## src/rtl/walk_phase_scheduler_pkg.sv

```systemverilog
// Shared light and phase encodings for the walk phase scheduler family.
// Also holds the helper used to size the phase timer.
package walk_phase_scheduler_pkg;

    typedef enum logic [2:0] {
        S_WGRN   = 3'd0,
        S_WYLW   = 3'd1,
        S_ALLRED = 3'd2,
        S_PGRN   = 3'd3,
        S_PYLW   = 3'd4,
        S_WALK   = 3'd5,
        S_FLASH  = 3'd6
    } state_t;

    localparam logic [2:0] GRN = 3'b100;
    localparam logic [2:0] YLW = 3'b010;
    localparam logic [2:0] RED = 3'b001;

    function automatic int unsigned max2(input int unsigned a, input int unsigned b);
        return (a > b) ? a : b;
    endfunction

endpackage

```

## src/rtl/walk_phase_scheduler_phase_timer.sv

```systemverilog
// Per-phase tick counter: clears on phase change, otherwise counts up and
// saturates; done flags that the count has reached the supplied limit.
module phase_timer #(
    parameter int unsigned WIDTH = 3
) (
    input  logic             clk,
    input  logic             rst,
    input  logic             clear,
    input  logic [WIDTH-1:0] limit,
    output logic             done
);

    logic [WIDTH-1:0] count;

    always_ff @(posedge clk or posedge rst) begin
        if (rst) begin
            count <= '0;
        end else if (clear) begin
            count <= '0;
        end else if (count != '1) begin
            count <= count + 1'b1;
        end
    end

    assign done = (count >= limit);

endmodule

```

## src/rtl/walk_phase_scheduler.sv

```systemverilog
// Washington/Prospect intersection controller with a protected pedestrian
// walk phase; one clock tick represents 5 s.
module walk_phase_scheduler
    import walk_phase_scheduler_pkg::*;
#(
    parameter int unsigned MIN_GRN_W    = 2,
    parameter int unsigned MIN_GRN_P    = 1,
    parameter int unsigned MAX_GRN_P    = 3,
    parameter int unsigned YLW_TICKS    = 1,
    parameter int unsigned ALLRED_TICKS = 1,
    parameter int unsigned WALK_TICKS   = 2,
    parameter int unsigned FLASH_TICKS  = 1
) (
    input  logic       clk,
    input  logic       rst,
    input  logic       car_present,
    input  logic       ped_button,
    output logic [2:0] light_wash,
    output logic [2:0] light_pros,
    output logic       walk,
    output logic       dont_walk_flash,
    output logic [2:0] phase
);

    localparam int unsigned MAX_PARAM = max2(max2(max2(MIN_GRN_W, MIN_GRN_P), max2(MAX_GRN_P, YLW_TICKS)),
                                             max2(max2(ALLRED_TICKS, WALK_TICKS), FLASH_TICKS));
    localparam int unsigned TW = $clog2(MAX_PARAM) + 1;

    localparam logic [TW-1:0] L_MINW  = TW'(MIN_GRN_W - 1);
    localparam logic [TW-1:0] L_MINP  = TW'(MIN_GRN_P - 1);
    localparam logic [TW-1:0] L_MAXP  = TW'(MAX_GRN_P - 1);
    localparam logic [TW-1:0] L_YLW   = TW'(YLW_TICKS - 1);
    localparam logic [TW-1:0] L_AR    = TW'(ALLRED_TICKS - 1);
    localparam logic [TW-1:0] L_WALK  = TW'(WALK_TICKS - 1);
    localparam logic [TW-1:0] L_FLASH = TW'(FLASH_TICKS - 1);

    state_t         state, state_next;
    state_t         target, target_next;
    logic           ped_pending, ped_next;
    logic           timer_clear, timer_done;
    logic [TW-1:0]  limit;

    phase_timer #(.WIDTH(TW)) u_timer (
        .clk   (clk),
        .rst   (rst),
        .clear (timer_clear),
        .limit (limit),
        .done  (timer_done)
    );

    always_ff @(posedge clk or posedge rst) begin
        if (rst) begin
            state       <= S_WGRN;
            target      <= S_PGRN;
            ped_pending <= 1'b0;
        end else begin
            state       <= state_next;
            target      <= target_next;
            ped_pending <= ped_next;
        end
    end

    always_comb begin
        state_next  = state;
        target_next = target;
        limit       = '0;
        case (state)
            S_WGRN: begin
                limit = L_MINW;
                if (timer_done && (car_present || ped_pending)) begin
                    state_next  = S_WYLW;
                    target_next = ped_pending ? S_WALK : S_PGRN;
                end
            end
            S_WYLW: begin
                limit = L_YLW;
                if (timer_done) state_next = S_ALLRED;
            end
            S_ALLRED: begin
                limit = L_AR;
                if (timer_done) state_next = target;
            end
            S_PGRN: begin
                // MIN <= MAX, so one limit picked by car_present covers both exit rules
                limit = car_present ? L_MAXP : L_MINP;
                if (timer_done) begin
                    state_next  = S_PYLW;
                    target_next = ped_pending ? S_WALK : S_WGRN;
                end
            end
            S_PYLW: begin
                limit = L_YLW;
                if (timer_done) state_next = S_ALLRED;
            end
            S_WALK: begin
                limit = L_WALK;
                if (timer_done) state_next = S_FLASH;
            end
            S_FLASH: begin
                limit = L_FLASH;
                if (timer_done) begin
                    state_next  = S_ALLRED;
                    target_next = S_WGRN;
                end
            end
            default: state_next = S_WGRN;
        endcase
    end

    assign timer_clear = (state_next != state);

    // Entering WALK clears the request even if the button is held on that edge
    always_comb begin
        ped_next = ped_pending;
        if (state_next == S_WALK && state != S_WALK) begin
            ped_next = 1'b0;
        end else if (state != S_WALK && ped_button) begin
            ped_next = 1'b1;
        end
    end

    always_comb begin
        light_wash      = RED;
        light_pros      = RED;
        walk            = 1'b0;
        dont_walk_flash = 1'b0;
        case (state)
            S_WGRN:  light_wash = GRN;
            S_WYLW:  light_wash = YLW;
            S_PGRN:  light_pros = GRN;
            S_PYLW:  light_pros = YLW;
            S_WALK:  walk = 1'b1;
            S_FLASH: dont_walk_flash = 1'b1;
            default: ;
        endcase
    end

    assign phase = state;

endmodule

```

## config.mk

```make
export PLATFORM = sky130hd
export DESIGN_NAME = walk_phase_scheduler
export DESIGN_NICKNAME = d
export VERILOG_FILES = /design/src/rtl/walk_phase_scheduler_pkg.sv /design/src/rtl/walk_phase_scheduler_phase_timer.sv /design/src/rtl/walk_phase_scheduler.sv
export SDC_FILE = /design/constraint.sdc
export NUM_CORES = 1
export LEC_CHECK = 0
export ABC_CLOCK_PERIOD_IN_PS = 2940
export CAP_MARGIN = 20
export CORE_AREA = 2 2 47 49
export CTS_CLUSTER_SIZE = 20
export DETAILED_ROUTE_END_ITERATION = 10
export DIE_AREA = 0 0 49 51
export SLEW_MARGIN = 25
export SYNTH_ARGS = -nofsm -noshare
export SYNTH_HDL_FRONTEND = slang
export SYNTH_SLANG_ARGS = --single-unit
```

## constraint.sdc

```tcl
create_clock -name clk -period 2.94 [get_ports clk]
set_input_delay 0.882 -clock clk [delete_from_list [all_inputs] [get_ports clk]]
set_output_delay 0.882 -clock clk [all_outputs]
set_load 0.01 [all_outputs]
```

==> results.json <==
{
  "cpLargestDelayFamily": "buffers and inverters",
  "pwr-share-seq_pct": 24.6,
  "drive_gt1_share_pct": 18.09,
  "finalSetupTns_ns": 0,
  "fin_skew_ns": 0.006193,
  "cts.path.max_buffers": 2,
  "detail-route-antenna-nets": 0,
  "slowest_delay_ns": 0.59,
  "path_depth": 3,
  "p_leak_nw": 0.3876,
  "postCtsHoldBufs": 0,
  "final-setup-viol-count": 0,
  "io_pins": 15,
  "hold_viol_final": 0,
  "dp_slack_ns": 0.2296,
  "drc": 0,
  "portBuffers": 14,
  "htreeDepth": 1,
  "drtPass1Iterations": 4,
  "clk_pin_slew_ns": 0.07,
  "rsz0062_at_grt": "no",
  "highest_layer": "met4",
  "grt.overflow.total": 0,
  "netlist_instances": 77,
  "cts_inserted_buffers": 3,
  "cp-start-kind": "register",
  "max_freq_mhz": 365.1,
  "rows": 17,
  "utilization_pct": 45.72,
  "peakVddDrop_mv": 0.5284,
  "vias": 634,
  "grt_pass1_wl_um": 2704,
  "p_sw_share_pct": 43.48,
  "antenna_found_initial": 0,
  "post_cts_buffers": 0,
  "critical_path_class": "register to primary output",
  "dp_hpwl_um": 1276,
  "worstMarginPinSlew_ns": 0.4316,
  "p_int_uw": 602.5,
  "synth.avg_cell_area_um2": 9.668,
  "grt.total_usage_pct": 14.48,
  "setup_slack_ns": 0.2010,
  "syn_area_um2": 744.5,
  "cp_data_required_time_ns": 2.06,
  "yosys_register_bits": 10,
  "met2_length_um": 790,
  "arrival_ns": 1.86,
  "wl_met1_um": 748,
  "critPathMaxFanout": 9,
  "routed_wirelength_um": 1595,
  "worstRegToRegCells": 8,
  "initial_core_util_pct": 36.08,
  "die_h_um": 51,
  "fin_crit_ns": 2.739,
  "whs_ns": 0.5563,
  "worst-path-buf-inv": 1,
  "power_density_mw_per_mm2": 1130,
  "pwr-share-comb_pct": 65.8,
  "n_fill_cell": 207,
  "drv_slew": 0,
  "final_nets": 103,
  "crit_path_end_kind": "primary output",
  "syn_to_final_growth_pct": 26.72,
  "seq_area_frac_synth_pct": 33.95,
  "route.met3.wl_um": 39,
  "cts_root_buf": "clkbuf_4",
  "cts_tree": "built",
  "maxCapViolCount": 0,
  "antenna_cells": 0,
  "synth_warnings": 0,
  "clockPowerShare_pct": 9.6,
  "clock_latency_ns": 0.26,
  "cts.sinks": 10,
  "status": "completed",
  "crit_chain": "nand2b_1 -> nor2_2 -> clkdlybuf4s50_1",
  "synth_nets": 85,
  "place_congestion": 0.8205,
  "fin_crit_sh_pct": 93.16,
  "wl_per_cell_um": 13.07,
  "grt_pass1_vias": 625,
  "relSlewSlack_pct": 71.17,
  "cts_resized": 0,
  "cpMaxStageDelayCell": "clkdlybuf4s50_1",
  "p_sw_uw": 463.6,
  "holdPathStages": 1,
  "drtIter0Drc": 5,
  "min-delay-path-class": "register to register",
  "synth_cell_types": 35,
  "die_w_um": 49,
  "grt_max_degree": 12,
  "viasPerCell": 5.197,
  "die_area_mm2": 0.002499,
  "core_mm2": 0.002063
}
## per-layer routing
metal | vias to the layer above | global-route usage (%)
li1 | 308 | -
met1 | 312 | 17.85
met2 | 12 | 23.74
met3 | 2 | 2.632
met4 | 0 | 8.571
met5 | - | 0
## area by class of cell
type                    count  area, µm²  share of cell area, %
clock buffers               4      26.28                  2.785
inverters                   4      15.01                  1.592
multi-input cells          59      451.7                  47.88
flip-flops and latches     10      252.7                  26.79
well taps                  28      35.03                  3.714
repair buffers             17      162.7                  17.24
## synthesized netlist by cell type (all sizes together)
cell	instances	area, µm²
a211o	1	8.760
a211oi	1	12.51
a21o	1	7.510
a21oi	2	10.01
a221oi	1	15.01
a31oi	1	6.260
and2	1	6.260
and3b	1	8.760
buf	3	21.27
clkbuf	1	3.750
dfrtp	8	200.2
dfstp	2	52.55
ha	4	50.05
inv	4	15.01
mux2	3	33.78
mux2i	3	30.03
nand2	2	7.510
nand2b	2	12.51
nand3	2	10.01
nor2	14	57.55
nor2b	4	32.53
nor3	3	15.01
nor4	2	25.02
nor4b	2	17.52
o211ai	1	7.510
o21ai	2	10.00
o221a	1	11.26
o31ai	1	21.27
or2	1	6.260
or4	1	11.26
xor2	2	17.52
## layout by cell type (no fill, tap or decap), types with 2 or more instances in the layout
cell | Yosys | routed
nor2_1 | 12 | 12
nand3_1 | 2 | 2
nor2b_1 | 3 | 3
dfrtp_1 | 8 | 8
dfstp_2 | 2 | 2
nor4_2 | 2 | 2
nand2_1 | 2 | 2
clkbuf_4 | 0 | 3
nor3_1 | 3 | 3
xor2_1 | 2 | 2
mux2i_1 | 3 | 3
buf_4 | 0 | 3
ha_1 | 4 | 4
clkdlybuf4s50_1 | 0 | 14
nor4b_1 | 2 | 2
mux2_1 | 3 | 3
a21oi_1 | 2 | 2
nor2_2 | 2 | 2
nand2b_1 | 2 | 2
inv_1 | 4 | 4
## per-stage QoR
step | area [µm²] | power (mW) | std cells
floorplan | 744.5 | 0.7383 | 77
CTS | 943.4 | 1.076 | 122
global placement | 917.1 | 0.9621 | 118
detailed placement | 917.1 | 0.9705 | 118
finish | 943.4 | 1.066 | 122
global route | 943.4 | 1.148 | 122
## power by group through the flow
| stage | Sequential (mW) | Clock, mW | Combinational (mW) |
|---|---|---|---|
| 3_5_place_dp | 0.263 | 0 | 0.708 |
| 5_1_grt | 0.270 | 0.109 | 0.769 |
| 2_1_floorplan | 0.244 | 0 | 0.494 |
| 4_1_cts | 0.260 | 0.105 | 0.710 |
| 3_3_place_gp | 0.261 | 0 | 0.701 |
| 6_report | 0.262 | 0.102 | 0.702 |
## flip-flops by register name (all words and copies together), names as in the netlist
| name | flops |
|---|---|
| target | 3 |
| u_timer.count | 3 |
| phase | 3 |
| ped_pending | 1 |
## cells by family (layout without fill, tap and decap cells)
group	count (synthesis)	count (layout)	share of synthesized area [%]
compound gates	12	12	14.79
xor+xnor	2	2	2.353
fa+ha+maj	4	4	6.723
buf+inv	8	25	5.377
flops	10	10	33.95
mux	6	6	8.571
simple gates	35	35	28.24
## worst paths after layout
kind | slack, ns | endpoint | startpoint
worst max register to register | 0.51 | target[2] | phase[2]
max in group asynchronous | 1.72 | target[0] | rst
worst min-delay path | 0.56 | target[2] | target[2]
min in group asynchronous | 0.89 | u_timer.count[2] | rst
worst min register to register | 0.56 | target[2] | target[2]
worst max-delay path | 0.20 | light_pros[2] | phase[2]
(Power assumes the default switching activity.)
